`src/rtl/bsg_wormhole_concentrator_wrr.sv`:
```
// bsg_wormhole_concentrator_wrr
//   Merges num_in_p wormhole links onto one concentrated link using
//   per-input weighted round-robin packet arbitration, and splits return
//   traffic back out by cid. Return packets whose cid has no port are
//   discarded and counted.
//
// Ports
//   clk_i, reset_n_i       clock, asynchronous active-low reset
//   weights_i              per-input burst weight, input i at [i*W +: W]; 0 acts as 1
//   in_v_i/in_data_i/in_ready_o     unconcentrated inputs (ready&valid)
//   conc_v_o/conc_data_o/conc_ready_i  concentrated output
//   conc_v_i/conc_data_i/conc_ready_o  concentrated return input
//   out_v_o/out_data_o/out_ready_i     per-port return outputs
//   drop_count_o           saturating count of discarded return packets
//
// Header layout: cord [cord_width_p-1:0], then len, then cid.

module bsg_wormhole_concentrator_wrr_fifo2 #(
  parameter int unsigned width_p = 32
) (
  input  logic               clk_i,
  input  logic               reset_n_i,
  input  logic               enq_i,
  input  logic [width_p-1:0] data_i,
  input  logic               deq_i,
  output logic               v_o,
  output logic               full_o,
  output logic [width_p-1:0] data_o
);

  logic [width_p-1:0] mem_q [2];
  logic               wr_ptr_q, rd_ptr_q;
  logic [1:0]         count_q;

  always_ff @(posedge clk_i or negedge reset_n_i) begin
    if (!reset_n_i) begin
      wr_ptr_q <= 1'b0;
      rd_ptr_q <= 1'b0;
      count_q  <= '0;
    end else begin
      if (enq_i) wr_ptr_q <= ~wr_ptr_q;
      if (deq_i) rd_ptr_q <= ~rd_ptr_q;
      count_q <= count_q + {1'b0, enq_i} - {1'b0, deq_i};
    end
  end

  // Storage carries no reset; occupancy alone decides validity.
  always_ff @(posedge clk_i) begin
    if (enq_i) mem_q[wr_ptr_q] <= data_i;
  end

  assign v_o    = (count_q != 2'd0);
  assign full_o = (count_q == 2'd2);
  assign data_o = mem_q[rd_ptr_q];

endmodule

module bsg_wormhole_concentrator_wrr #(
  parameter int unsigned flit_width_p     = 32,
  parameter int unsigned cord_width_p     = 8,
  parameter int unsigned len_width_p      = 4,
  parameter int unsigned cid_width_p      = 2,
  parameter int unsigned num_in_p         = 3,
  parameter int unsigned weight_width_p   = 3,
  parameter int unsigned drop_ctr_width_p = 16
) (
  input  logic                                 clk_i,
  input  logic                                 reset_n_i,
  input  logic [num_in_p*weight_width_p-1:0]   weights_i,
  input  logic [num_in_p-1:0]                  in_v_i,
  input  logic [num_in_p*flit_width_p-1:0]     in_data_i,
  output logic [num_in_p-1:0]                  in_ready_o,
  output logic                                 conc_v_o,
  output logic [flit_width_p-1:0]              conc_data_o,
  input  logic                                 conc_ready_i,
  input  logic                                 conc_v_i,
  input  logic [flit_width_p-1:0]              conc_data_i,
  output logic                                 conc_ready_o,
  output logic [num_in_p-1:0]                  out_v_o,
  output logic [num_in_p*flit_width_p-1:0]     out_data_o,
  input  logic [num_in_p-1:0]                  out_ready_i,
  output logic [drop_ctr_width_p-1:0]          drop_count_o
);

  localparam int unsigned id_width_lp = (num_in_p > 1) ? $clog2(num_in_p) : 1;
  localparam int unsigned len_lsb_lp  = cord_width_p;
  localparam int unsigned cid_lsb_lp  = cord_width_p + len_width_p;

  // ---------------- concentrate path ----------------
  logic                      lock_v_q, lock_v_d;
  logic [id_width_lp-1:0]    lock_id_q, lock_id_d;
  logic [len_width_p-1:0]    flits_left_q, flits_left_d;
  logic [id_width_lp-1:0]    rr_ptr_q, rr_ptr_d;
  logic [weight_width_p-1:0] burst_cnt_q, burst_cnt_d;

  logic [weight_width_p-1:0] eff_w [num_in_p];
  logic [id_width_lp-1:0]    arb_id;
  logic                      arb_v;
  logic                      ofifo_full, in_xfer, in_accept_ok;
  logic [flit_width_p-1:0]   sel_data;
  logic [len_width_p-1:0]    sel_len;

  always_comb begin
    for (int unsigned i = 0; i < num_in_p; i++) begin
      eff_w[i] = weights_i[i*weight_width_p +: weight_width_p];
      if (eff_w[i] == '0) eff_w[i] = weight_width_p'(1);
    end
  end

  // Keep the last winner while its burst allowance lasts, otherwise scan
  // forward from rr_ptr+1; the scan ends on rr_ptr itself so a lone
  // requester is never starved.
  always_comb begin
    int unsigned idx;
    arb_id = rr_ptr_q;
    arb_v  = 1'b0;
    idx    = 0;
    if (in_v_i[rr_ptr_q] && (burst_cnt_q < eff_w[rr_ptr_q])) begin
      arb_v = 1'b1;
    end else begin
      for (int unsigned k = 1; k <= num_in_p; k++) begin
        idx = int'(rr_ptr_q) + k;
        if (idx >= num_in_p) idx = idx - num_in_p;
        if (!arb_v && in_v_i[idx]) begin
          arb_v  = 1'b1;
          arb_id = id_width_lp'(idx);
        end
      end
    end
  end

  assign in_accept_ok = reset_n_i && !ofifo_full;

  always_comb begin
    in_ready_o = '0;
    sel_data   = '0;
    in_xfer    = 1'b0;
    for (int unsigned i = 0; i < num_in_p; i++) begin
      if (lock_v_q ? (lock_id_q == id_width_lp'(i))
                   : (arb_v && (arb_id == id_width_lp'(i)))) begin
        in_ready_o[i] = in_accept_ok;
        sel_data      = in_data_i[i*flit_width_p +: flit_width_p];
        in_xfer       = in_accept_ok && in_v_i[i];
      end
    end
  end

  assign sel_len = sel_data[len_lsb_lp +: len_width_p];

  always_comb begin
    lock_v_d     = lock_v_q;
    lock_id_d    = lock_id_q;
    flits_left_d = flits_left_q;
    rr_ptr_d     = rr_ptr_q;
    burst_cnt_d  = burst_cnt_q;
    if (in_xfer) begin
      if (!lock_v_q) begin
        lock_id_d    = arb_id;
        flits_left_d = sel_len;
        lock_v_d     = (sel_len != '0);
        if (arb_id == rr_ptr_q) begin
          if (burst_cnt_q != '1) burst_cnt_d = burst_cnt_q + 1'b1;
        end else begin
          rr_ptr_d    = arb_id;
          burst_cnt_d = weight_width_p'(1);
        end
      end else begin
        flits_left_d = flits_left_q - 1'b1;
        if (flits_left_q == len_width_p'(1)) lock_v_d = 1'b0;
      end
    end
  end

  always_ff @(posedge clk_i or negedge reset_n_i) begin
    if (!reset_n_i) begin
      lock_v_q     <= 1'b0;
      lock_id_q    <= '0;
      flits_left_q <= '0;
      rr_ptr_q     <= '0;
      burst_cnt_q  <= '0;
    end else begin
      lock_v_q     <= lock_v_d;
      lock_id_q    <= lock_id_d;
      flits_left_q <= flits_left_d;
      rr_ptr_q     <= rr_ptr_d;
      burst_cnt_q  <= burst_cnt_d;
    end
  end

  bsg_wormhole_concentrator_wrr_fifo2 #(.width_p(flit_width_p)) ofifo (
    .clk_i    (clk_i),
    .reset_n_i(reset_n_i),
    .enq_i    (in_xfer),
    .data_i   (sel_data),
    .deq_i    (conc_v_o && conc_ready_i),
    .v_o      (conc_v_o),
    .full_o   (ofifo_full),
    .data_o   (conc_data_o)
  );

  // ---------------- deconcentrate path ----------------
  typedef enum logic [1:0] {R_HDR, R_ROUTE, R_DROP} rstate_e;

  rstate_e                     rstate_q, rstate_d;
  logic [cid_width_p-1:0]      rid_q, rid_d;
  logic [len_width_p-1:0]      rleft_q, rleft_d;
  logic [drop_ctr_width_p-1:0] drop_q, drop_d;

  logic                        rfifo_v, rfifo_full, rdeq;
  logic [flit_width_p-1:0]     rfifo_data;
  logic [len_width_p-1:0]      h_len;
  logic [cid_width_p-1:0]      h_cid, port;
  logic                        cid_ok, routed, port_ready;

  assign conc_ready_o = reset_n_i && !rfifo_full;
  assign h_len        = rfifo_data[len_lsb_lp +: len_width_p];
  assign h_cid        = rfifo_data[cid_lsb_lp +: cid_width_p];
  assign cid_ok       = (32'(h_cid) < num_in_p);
  assign out_data_o   = {num_in_p{rfifo_data}};
  assign drop_count_o = drop_q;

  always_comb begin
    rstate_d   = rstate_q;
    rid_d      = rid_q;
    rleft_d    = rleft_q;
    drop_d     = drop_q;
    out_v_o    = '0;
    port_ready = 1'b0;
    port       = (rstate_q == R_HDR) ? h_cid : rid_q;
    routed     = (rstate_q == R_ROUTE) || ((rstate_q == R_HDR) && cid_ok);
    for (int unsigned i = 0; i < num_in_p; i++) begin
      if (32'(port) == i) begin
        port_ready = out_ready_i[i];
        out_v_o[i] = rfifo_v && routed;
      end
    end
    // Unroutable flits leave the FIFO without waiting on any port.
    rdeq = rfifo_v && (routed ? port_ready : 1'b1);
    if (rdeq) begin
      case (rstate_q)
        R_HDR: begin
          rid_d   = h_cid;
          rleft_d = h_len;
          if (h_len != '0) rstate_d = cid_ok ? R_ROUTE : R_DROP;
          if (!cid_ok && (drop_q != '1)) drop_d = drop_q + 1'b1;
        end
        default: begin
          rleft_d = rleft_q - 1'b1;
          if (rleft_q == len_width_p'(1)) rstate_d = R_HDR;
        end
      endcase
    end
  end

  always_ff @(posedge clk_i or negedge reset_n_i) begin
    if (!reset_n_i) begin
      rstate_q <= R_HDR;
      rid_q    <= '0;
      rleft_q  <= '0;
      drop_q   <= '0;
    end else begin
      rstate_q <= rstate_d;
      rid_q    <= rid_d;
      rleft_q  <= rleft_d;
      drop_q   <= drop_d;
    end
  end

  bsg_wormhole_concentrator_wrr_fifo2 #(.width_p(flit_width_p)) rfifo (
    .clk_i    (clk_i),
    .reset_n_i(reset_n_i),
    .enq_i    (conc_v_i && conc_ready_o),
    .data_i   (conc_data_i),
    .deq_i    (rdeq),
    .v_o      (rfifo_v),
    .full_o   (rfifo_full),
    .data_o   (rfifo_data)
  );

endmodule

```
`config.mk`:
```
export PLATFORM = sky130hd
export DESIGN_NAME = bsg_wormhole_concentrator_wrr
export DESIGN_NICKNAME = d
export VERILOG_FILES = /design/src/rtl/bsg_wormhole_concentrator_wrr.sv
export SDC_FILE = /design/constraint.sdc
export NUM_CORES = 1
export LEC_CHECK = 0
export CAP_MARGIN = 5
export CORE_MARGIN = 2
export CORE_UTILIZATION = 46
export DETAILED_ROUTE_END_ITERATION = 8
export GPL_TIMING_DRIVEN = 1
export PLACE_DENSITY = 0.81
export REMOVE_ABC_BUFFERS = 1
export SYNTH_ARGS = -nofsm -noshare
export SYNTH_HDL_FRONTEND = slang
export SYNTH_SLANG_ARGS = --single-unit
```
`constraint.sdc`:
```
create_clock -name clk_i -period 6 [get_ports clk_i]
set_input_delay 0.6 -clock clk_i [delete_from_list [all_inputs] [get_ports clk_i]]
set_output_delay 0.6 -clock clk_i [all_outputs]
set_load 0.05 [all_outputs]
```
* After elaboration in Yosys (flattened, before gate mapping)
Memory sizes are Yosys's and may differ from the RTL's.
Index checks and enable logic that the tools add are counted.
** Cells by class
- Add/sub/neg operators :: 14
- Magnitude comparators :: 10
- Equal/unequal tests :: 16
- Muxes and demuxes :: 64
- Bitwise logic cells :: 7
- Reduce and logical (&&, ||, !) cells :: 40
** Operator list (number)
- 2-to-1 mux 32 bit :: 9
- < comparator 32 x 3 -> 1 bit, second input constant :: 3
- 2-to-1 mux 1 bit :: 32
- 2-to-1 mux 3 bit :: 7
- 2-to-1 mux 2 bit :: 9
- logical AND 1 bit :: 17
- adder 16 x 1 -> 16 bit, second input constant :: 1
- inequality test 16 bit, second input constant :: 1
- AND reduction 3 bit :: 4
- subtractor 3 x 2 -> 4 bit, second input constant :: 3
- equality test 2 bit, second input constant :: 5
- greater-or-equal comparator 3 x 2 -> 1 bit, second input constant :: 3
- logical NOT 3 bit :: 3
- binary-select mux 1 bit (select 2 bit) :: 4
- equality test 2 x 1 -> 1 bit, second input constant :: 4
- equality test 4 x 1 -> 1 bit, second input constant :: 2
- logical NOT 2 bit :: 4
- 2-to-1 mux 4 bit :: 2
- nonzero test 4 bit :: 2
- subtractor 4 x 1 -> 4 bit, second input constant :: 2
- adder 2 x 2 -> 3 bit, second input constant :: 2
- binary-select mux 3 bit (select 2 bit) :: 1
- inverter 1 bit :: 6
- nonzero test 2 bit :: 3
- other kinds (15) :: 22
** Word-level totals
- Register bits :: 44
- RAM bits :: 128
- Input bits :: 147
- Output and inout port bits :: 152
- Logic and storage cells :: 168
- Memories kept :: 2
** Memories
- ofifo.mem_q :: words 2, width 32, read ports 1, clocked after memory_dff 0, write ports 1, line 31 : logic [width_p-1:0] mem_q [2];
- rfifo.mem_q :: words 2, width 32, read ports 1, clocked after memory_dff 0, write ports 1, line 31

* Depth between registers and ports, before layout
Gate-level depths: netlist (run 1).
- Depth in word-level cells :: 28
- Mapped depth :: 16
- Gate-level depth less buffers :: 14

* Modules after synthesis
From an unflattened synthesis (run 1), not the netlist that was laid out.
** Second synthesis, totals
- Cell total of the unflattened synthesis :: 649
- Area, all modules :: 8886.0 sq um
** Modules (own cells, without submodules)
- bsg_wormhole_concentrator_wrr_fifo2 :: times used 2, cells an instance 115, area an instance 2661.3 sq um, sequential area each 2021.9 sq um
- bsg_wormhole_concentrator_wrr :: times used 1, cells an instance 419, area an instance 3563.4 sq um, sequential area each 900.9 sq um

* Worst setup path after synthesis (run 1)
Ideal clock, no wire load.
- Kind :: reg2reg
- From :: reg rr_ptr_q[0]
- To :: mem ofifo.mem_q[0][0] (enable)
- Library setup time :: 0.425 ns
- Data arrival time :: 4.214 ns
- Required time :: 5.575 ns
- Setup slack :: 1.361 ns
- Stages on the path, launching flop included :: 14
- Buffers on the path :: 3
- Clock period less this slack :: 4.639 ns
- Cells stage by stage :: dfrtp_1 buf_2 inv_1 ha_1 clkbuf_1 inv_1 o21ai_0 a32oi_1 nand3_1 o311ai_4 nand2_2 a31oi_1 buf_2 nor2b_1
** Between the ends
- Cells in the longest elaborated chain, start to end :: 24
- Elaborated cells between the ends (all ways) :: 57
- Those cells by class :: add/sub: 6; order compare: 4; eq/ne: 2; mux: 35; bitwise: 1; reduce/logical: 9
** Ends and longest elaborated chain
- start, declared :: line 93 : logic [id_width_lp-1:0] rr_ptr_q, rr_ptr_d;
- start signal, assigned :: line 185 : rr_ptr_q <= rr_ptr_d;
- adder 2 x 1 -> 3 bit :: line 122 : idx = int'(rr_ptr_q) + k;
- subtractor 3 x 2 -> 4 bit / greater-or-equal comparator 3 x 2 -> 1 bit (equally long branches) :: line 123 : if (idx >= num_in_p) idx = idx - num_in_p;
- 2-to-1 mux 32 bit :: line 123
- 2-to-1 mux 32 bit :: line 118 : if (in_v_i[rr_ptr_q] && (burst_cnt_q < eff_w[rr_ptr_q])) begin
- binary-select mux 1 bit (select 2 bit) :: line 124 : if (!arb_v && in_v_i[idx]) begin
- 2-to-1 mux 1 bit (not written as such) :: line 124
- 2-to-1 mux 1 bit :: line 124
- 2-to-1 mux 1 bit :: line 118
- (+7 left out)
- 2-to-1 mux 2 bit :: line 118
- logical NOT 2 bit :: line 140 : : (arb_v && (arb_id == id_width_lp'(i)))) begin
- logical AND 1 bit :: line 140
- 2-to-1 mux 1 bit (3 in series) :: line 139 : if (lock_v_q ? (lock_id_q == id_width_lp'(i))
- 2-to-1 mux 1 bit * :: line 139
- via in_xfer :: line 99 : logic ofifo_full, in_xfer, in_accept_ok;
- 2-to-1 mux 1 bit * :: line 49 : if (enq_i) mem_q[wr_ptr_q] <= data_i;
- 2-to-1 mux 1 bit (not written as such) * :: line 49
- end, declared :: line 31
Mark *: on every way through the listed nets, which the timed path passes. The rest lies on a longest branch. The select of a mux whose other input is x is not followed.

* Final worst setup path (run 1)
- From :: reg rr_ptr_q[1]
- To :: out in_ready_o[1]
** Between the ends
- Cells in the longest elaborated chain, start to end :: 20
- Elaborated cells between the ends (all ways) :: 47
- Those cells by class :: add/sub: 6; order compare: 4; eq/ne: 1; mux: 29; bitwise: 1; reduce/logical: 6
** Ends and longest elaborated chain
- adder 2 x 1 -> 3 bit :: line 122
- subtractor 3 x 2 -> 4 bit / greater-or-equal comparator 3 x 2 -> 1 bit (equally long branches) :: line 123
- 2-to-1 mux 32 bit :: line 123
- 2-to-1 mux 32 bit :: line 118
- binary-select mux 1 bit (select 2 bit) :: line 124
- 2-to-1 mux 1 bit (not written as such) :: line 124
- 2-to-1 mux 1 bit :: line 124
- 2-to-1 mux 1 bit :: line 118
- (+3 left out)
- 2-to-1 mux 1 bit :: line 118
- logical NOT 1 bit :: line 124
- logical AND 1 bit :: line 124
- 2-to-1 mux 2 bit :: line 124
- 2-to-1 mux 2 bit :: line 118
- equality test 2 x 1 -> 1 bit :: line 140
- logical AND 1 bit * :: line 140
- 2-to-1 mux 1 bit * (2 in series) :: line 139
- end, declared :: line 72 : output logic [num_in_p-1:0] in_ready_o,
Every way passes the cells marked *; elsewhere a longest branch is shown, timed or not. The select of a mux whose other input is x is not followed.

==> impl_metrics.ini, run 1 <==
[layout]
area_growth_syn_to_layout_pct = 39.3
fin_area_sq_mm = 0.0119
fill_cells = 1396
final_common_cell = clkdlybuf4s50_1
antenna_cells = 0
layout_common_cells = clkdlybuf4s50_1, edfxtp_1, mux2_2, dfrtp_1, a22o_1
drive_above_1_share_pct = 14.5
utilization_pct = 65.8
nNetsFinal = 1054

[power]
switching_share_pct = 46.1
powerDensity_mw_per_mm2 = 609
comb_power_share_pct = 59.0
ir_drop_uv = 371
p_switching_mw = 3.34
internal-power_mw = 3.90
p_leak_nw = 4.61
clkPwrFrac_pct = 15.0
pwr-share-seq_pct = 26.0

[timing]
hold_violations = 0
max_slew_margin_pct = 28.8
drv_slew = 0
rsz0062_at_grt = false
period_share_pct = 82.6
setup-tns-final_ps = 0
worstMarginPinSlew_ps = 1060
fin_crit_ps = 4950
finalClockSkew_ps = 13.2
fmax_mhz = 202
setup_viol = 0
finalWorstSetupSlack_ps = 1050

[yosys]
synth_ff_type = edfxtp_1
muxShareOfSynthArea_pct = 10.7
synth-async-reset-ratio_pct = 25.6
synth-compound-area-share_pct = 12.1
syn_inst = 651
synth_xor_area_share_pct = 2.46
ys_types = 62
ys_ff_latch = 172
syn_area_sq_mm = 0.00854
synthSimpleGateAreaFrac_pct = 6.61
avgSynthCellArea_sq_um = 13.1
yosysSeqAreaShare_pct = 57.9
synthAdderAreaFrac_pct = 2.34
synth_edf_count = 128
synth_top_family_by_area = compound AO/OA/AOI/OAI gates
ys_warn_count = 0

[clock_tree]
post_cts_buffers = 0
htreeDepth = 4
cts_sinks = 172
clk_pin_slew_ps = 70
cts_buffer_depth = 2
root_buffer = clkbuf_16
cts_tree = yes
clkLatencyLatePin_ps = 420
cts-resized-gates = 0
cts_made_buffers = 17
hold_buffers = 0

[placement]
dp_hpwl_mm = 14.7
place_congestion = 0.809
dp_slack_ps = 1090
io_buffers = 298
placed_area_sq_mm = 0.0113

[route]
via_per_inst = 5.29
drt_iter0_drc = 332
route.vias.total = 5991
wl_mm = 20.3
wl_per_cell_um = 18.0
first_pass_iters = 5
post-route-drc-count = 0
ant_nets = 0

[floorplanning]
die_h_um = 140
num_io_pins = 299
start_util_pct = 47.2
dieArea_sq_mm = 0.0197
coreArea_sq_mm = 0.0181
row_count = 49
die_w_um = 140

[critical_path]
cp.required_ps = 5400
cp-end-kind = output pin
path_class = register to output pin
worst_setup_path_start_kind = register
crit_fanout = 8
critPathArrivalTime_ps = 4350

[global_route]
gr-usage-met3_pct = 3.49
grt_pass1_vias = 5836
met1_usage_pct = 24.8
grt.total_usage_pct = 20.3
overflow = 0
grt_pass1_wl_mm = 31.3
top_usage_layer = met2
use_met2_pct = 36.1
antenna_found_initial = 0
grt_max_degree = 47

[run]
drv_cap = 0

[hold_path]
hp-class = primary input to async pin

[outcome]
outcome = completed
==> power groups by stage <==
| stage | registers [mW] | clock network [mW] | logic (mW) |
|---|---|---|---|
| final | 1.89 | 1.09 | 4.27 |
| after CTS | 1.88 | 1.11 | 4.30 |
| after floorplan | 1.96 | 0 | 2.86 |
| after global routing | 1.92 | 1.16 | 4.53 |
| after global placement | 1.89 | 0 | 4.20 |
| after detailed placement | 1.91 | 0 | 4.28 |
==> logic make-up after synthesis <==
family	after synthesis
AND/OR/NAND/NOR	113
adder cells (fa/ha/maj)	16
multiplexers	82
buffers and inverters	112
AO/OA/AOI/OAI	132
XOR/XNOR	24
flip-flops	172
==> worst max-delay path, cell delays in order, from the launching register on <==
cell	delay, ps
dfrtp_1	550
and2b_1	260
a21oi_1	170
ha_1	260
and3_1	190
a211oi_2	420
a21boi_0	180
o21ai_0	480
inv_1	140
o21ai_2	260
nor2b_1	170
clkdlybuf4s50_1	840
==> Yosys cell counts (2+ instances only) <==
cell type / count / area, sq um
o21a_1: 2 / 15.0
and2_1: 5 / 31.3
nand4_1: 6 / 37.5
ha_1: 16 / 200
nand3_1: 11 / 55.1
a21o_1: 29 / 218
nand2b_1: 4 / 25.0
nand3b_1: 3 / 22.5
nor3_1: 6 / 30.0
a22o_1: 34 / 298
o211ai_1: 4 / 30.0
o221ai_1: 2 / 17.5
buf_4: 65 / 488
a22oi_1: 5 / 37.5
xnor2_1: 16 / 140
a21oi_1: 12 / 60.1
mux2_2: 73 / 822
xor2_1: 8 / 70.1
inv_1: 22 / 82.6
dfrtp_1: 44 / 1100
nor2_1: 29 / 109
o22ai_1: 2 / 12.5
nor4_1: 4 / 25.0
and3_1: 5 / 31.3
o21ai_0: 19 / 95.1
clkbuf_1: 13 / 48.8
buf_1: 4 / 15.0
a21boi_0: 2 / 15.0
nand2_1: 25 / 93.8
buf_2: 7 / 35.0
a31oi_1: 2 / 12.5
nor2b_1: 7 / 43.8
edfxtp_1: 128 / 3840
mux2i_1: 8 / 80.1
a222oi_1: 2 / 20.0
==> path summary, 6_finish.rpt <==
check,start,to,slack [ps],cells after the start
min in group clk_i,ofifo.count_q[1],ofifo.count_q[1],480,1
max,rr_ptr_q[1],in_ready_o[1],1050,11
max reg2reg,rr_ptr_q[0],ofifo.mem_q[0][19],1830,13
min reg2reg,ofifo.count_q[1],ofifo.count_q[1],480,1
min,reset_n_i,drop_count_o[5],250,2
max in group asynchronous,reset_n_i,ofifo.rd_ptr_q,5330,2
==> cell type report <==
| class | instances | area [sq um] | share of cell area (%) |
|---|---|---|---|
| Sequential cell | 172 | 4940 | 41.5 |
| Tap cell | 229 | 287 | 2.41 |
| Clock buffer | 17 | 425 | 3.57 |
| Timing Repair Buffer | 310 | 3070 | 25.8 |
| Multi-Input combinational cell | 367 | 2930 | 24.6 |
| Inverter | 23 | 86.3 | 0.725 |
| Clock inverter | 15 | 160 | 1.35 |
==> flip-flops by register name, indices dropped and copies added, names as in the netlist <==
| register | flops |
|---|---|
| ofifo.rd_ptr_q | 1 |
| drop_count_o | 16 |
| ofifo.mem_q | 64 |
| ofifo.count_q | 2 |
| rfifo.wr_ptr_q | 1 |
| rid_q | 2 |
| rfifo.count_q | 2 |
| flits_left_q | 4 |
| rfifo.rd_ptr_q | 1 |
| rleft_q | 4 |
| rfifo.mem_q | 64 |
| rr_ptr_q | 2 |
| burst_cnt_q | 3 |
| rstate_q | 2 |
| ofifo.wr_ptr_q | 1 |
| lock_id_q | 2 |
| lock_v_q | 1 |
==> routing by layer <==
layer / vias up / share of wire (%)
li1: 2841 / -
met1: 2929 / 40
met2: 193 / 53
met3: 28 / 4.8
met4: 0 / 2.1
met5: - / 0
==> metrics by stage <==
step | instances | hold WS (ps) | total power [mW]
floorplan | 562 | 304 | 4.82
global placement | 1101 | 464 | 6.09
detailed placement | 1101 | 468 | 6.18
CTS | 1133 | 270 | 7.29
global route | 1133 | 299 | 7.61
finish | 1133 | 251 | 7.24
No activity file was read; power rests on OpenSTA's default activity.
==> inputs of run 2 (changes only) <==
- CORE_UTILIZATION: 46 -> 41
- PLACE_DENSITY: 0.81 -> 0.77
- clock period: 6 -> 4 ns (I/O delays scaled with it)
==> run 2 against run 1 <==
  * Worst setup slack got worse by 780 ps
  * Core utilization fell by 6.5 points
  * Hold slack improved by 210 ps
  * Largest power group unchanged
  * Sequential cell count did not move
  * Die area rose by 12%
  * Critical path type unchanged
  * Via count rose by 1.0%
  * Design area rose by 1.4%
  * First-iteration DRC count fell by 2.4%
  * Non-clock buffer count rose by 7
  * Routed wire length rose by 1.7%
  * Total power rose by 51%
==> impl_metrics.ini, run 2 (synthesis results as in run 1) <==
[layout]
nNetsFinal = 1061
drive_above_1_share_pct = 15.9
final_common_cell = clkdlybuf4s50_1
area_growth_syn_to_layout_pct = 41.3
layout_common_cells = clkdlybuf4s50_1, edfxtp_1, mux2_2, dfrtp_1, a22o_1
antenna_cells = 0

[critical_path]
cp-end-kind = output pin
critPathArrivalTime_ps = 3330
worst_setup_path_start_kind = register
cp_cell_sequence = and2b_1 > a21oi_1 > ha_1 > and3_1 > a211oi_2 > a21boi_0 > o21ai_0 > inv_1 > o21ai_2 > nor2b_2 > buf_12
path_delay_family = compound AO/OA/AOI/OAI gates
path_class = register to output pin
startpoint = rr_ptr_q[1]
r2r_start = rr_ptr_q[0]
cp.required_ps = 3600
crit_fanout = 8
crit_slowest_cell = dfrtp_2
critical_path.max_stage_delay_ps = 480
cp.buffers_inverters = 2

[clock_tree]
clk_pin_slew_ps = 70
cts_buffer_depth = 2
cts_made_buffers = 17
cts_sinks = 172
cts_tree = yes
clkLatencyLatePin_ps = 420
htreeDepth = 4
root_buffer = clkbuf_16

[global_route]
grt.total_usage_pct = 18.4
grt_max_degree = 33
grt_pass1_wl_mm = 31.4
overflow = 0
grt_pass1_vias = 5910
antenna_found_initial = 1

[route]
route.vias.total = 6052
wl_per_cell_um = 17.5
ant_nets = 0
wl_mm = 20.7
first_pass_iters = 5
via_per_inst = 5.12
post-route-drc-count = 0
drt_iter0_drc = 324

[timing]
rsz0062_at_grt = false
fin_crit_ps = 3730
finalClockSkew_ps = 13.3
drv_slew = 0
hold_violations = 0
worstMarginPinSlew_ps = 706
whs_ps = 459
setup_viol = 0
setup-tns-final_ps = 0
fmax_mhz = 268
max_slew_margin_pct = 52.9
period_share_pct = 93.3

[power]
powerDensity_mw_per_mm2 = 904
p_leak_nw = 4.67
ir_drop_uv = 445

[placement]
dp_hpwl_mm = 15.2
place_congestion = 0.785
io_buffers = 298

[floorplanning]
die_w_um = 148
dieArea_sq_mm = 0.0220
num_io_pins = 299
row_count = 52
die_h_um = 148
coreArea_sq_mm = 0.0204
start_util_pct = 42.0

[hold_path]
hp-class = primary input to async pin

[outcome]
outcome = completed

[run]
drv_cap = 0
-- run 2: cell count changes in the layout (fill, tap and decap cells not counted), moves of 2 or more --
cell             delta
clkinv_8            +6
buf_4               +5
buf_12              +4
clkdlybuf4s50_1     -3
inv_6               -3
bufinv_16           -2
clkinv_1            -2
clkinv_4            +2
clkinvlp_4          -2
dfrtp_1             -2
dfrtp_2             +2
-- run 2: report_power, final --
part / switching (mW) / total, mW / internal (mW)
clock network: 0.771 / 1.61 / 0.840
logic: 4.01 / 6.42 / 2.41
registers: 0.298 / 2.88 / 2.59
-- run 2: routing by layer --
layer | GRT usage [%] | wire, um
met1 | 21.9 | 8310
met2 | 33.1 | 11000
met3 | 3.37 | 968
met4 | 6.62 | 357
met5 | 0 | 17
-- run 2: final timing paths --
check | endpoint | slack, ps | depth (start not counted)
max in group asynchronous | rr_ptr_q[0] | 2790 | 3
setup / recovery | in_ready_o[1] | 270 | 11
setup reg to reg | lock_v_q | 600 | 12
min in group clk_i | ofifo.count_q[1] | 480 | 1
hold / removal | drop_count_o[5] | 460 | 2
hold reg to reg | ofifo.count_q[1] | 480 | 1
-- run 2: final cells by class --
type | instances | area (sq um)
clock buffers | 17 | 425
clock inverters | 15 | 178
fillers | 1630 | 8290
inverters | 23 | 86.3
multi-input cells | 367 | 2930
flip-flops and latches | 172 | 4950
well taps | 270 | 338
repair buffers | 317 | 3170
-- run 2: metrics by stage --
step	setup WS (ps)	instances	utilization, %	area [sq um]	power [mW]
3_3_place_gp	341	1147	56.2	11400	9.20
2_1_floorplan	-1290	562	-	7960	7.23
4_1_cts	56.4	1180	59.2	12100	11.0
3_5_place_dp	289	1147	56.2	11400	9.33
5_1_grt	2.55	1181	59.3	12100	11.5
6_report	268	1181	59.3	12100	10.9
-- run 2: what timing repair did --
| action | in CTS | in global routing |
|---|---|---|
| hold endpoints to repair | 18 | 0 |
| resized for setup | 0 | 3 |
| hold buffers | 1 | 0 |
| buffers inserted | 0 | 1 |
| setup endpoints to repair | 0 | 3 |
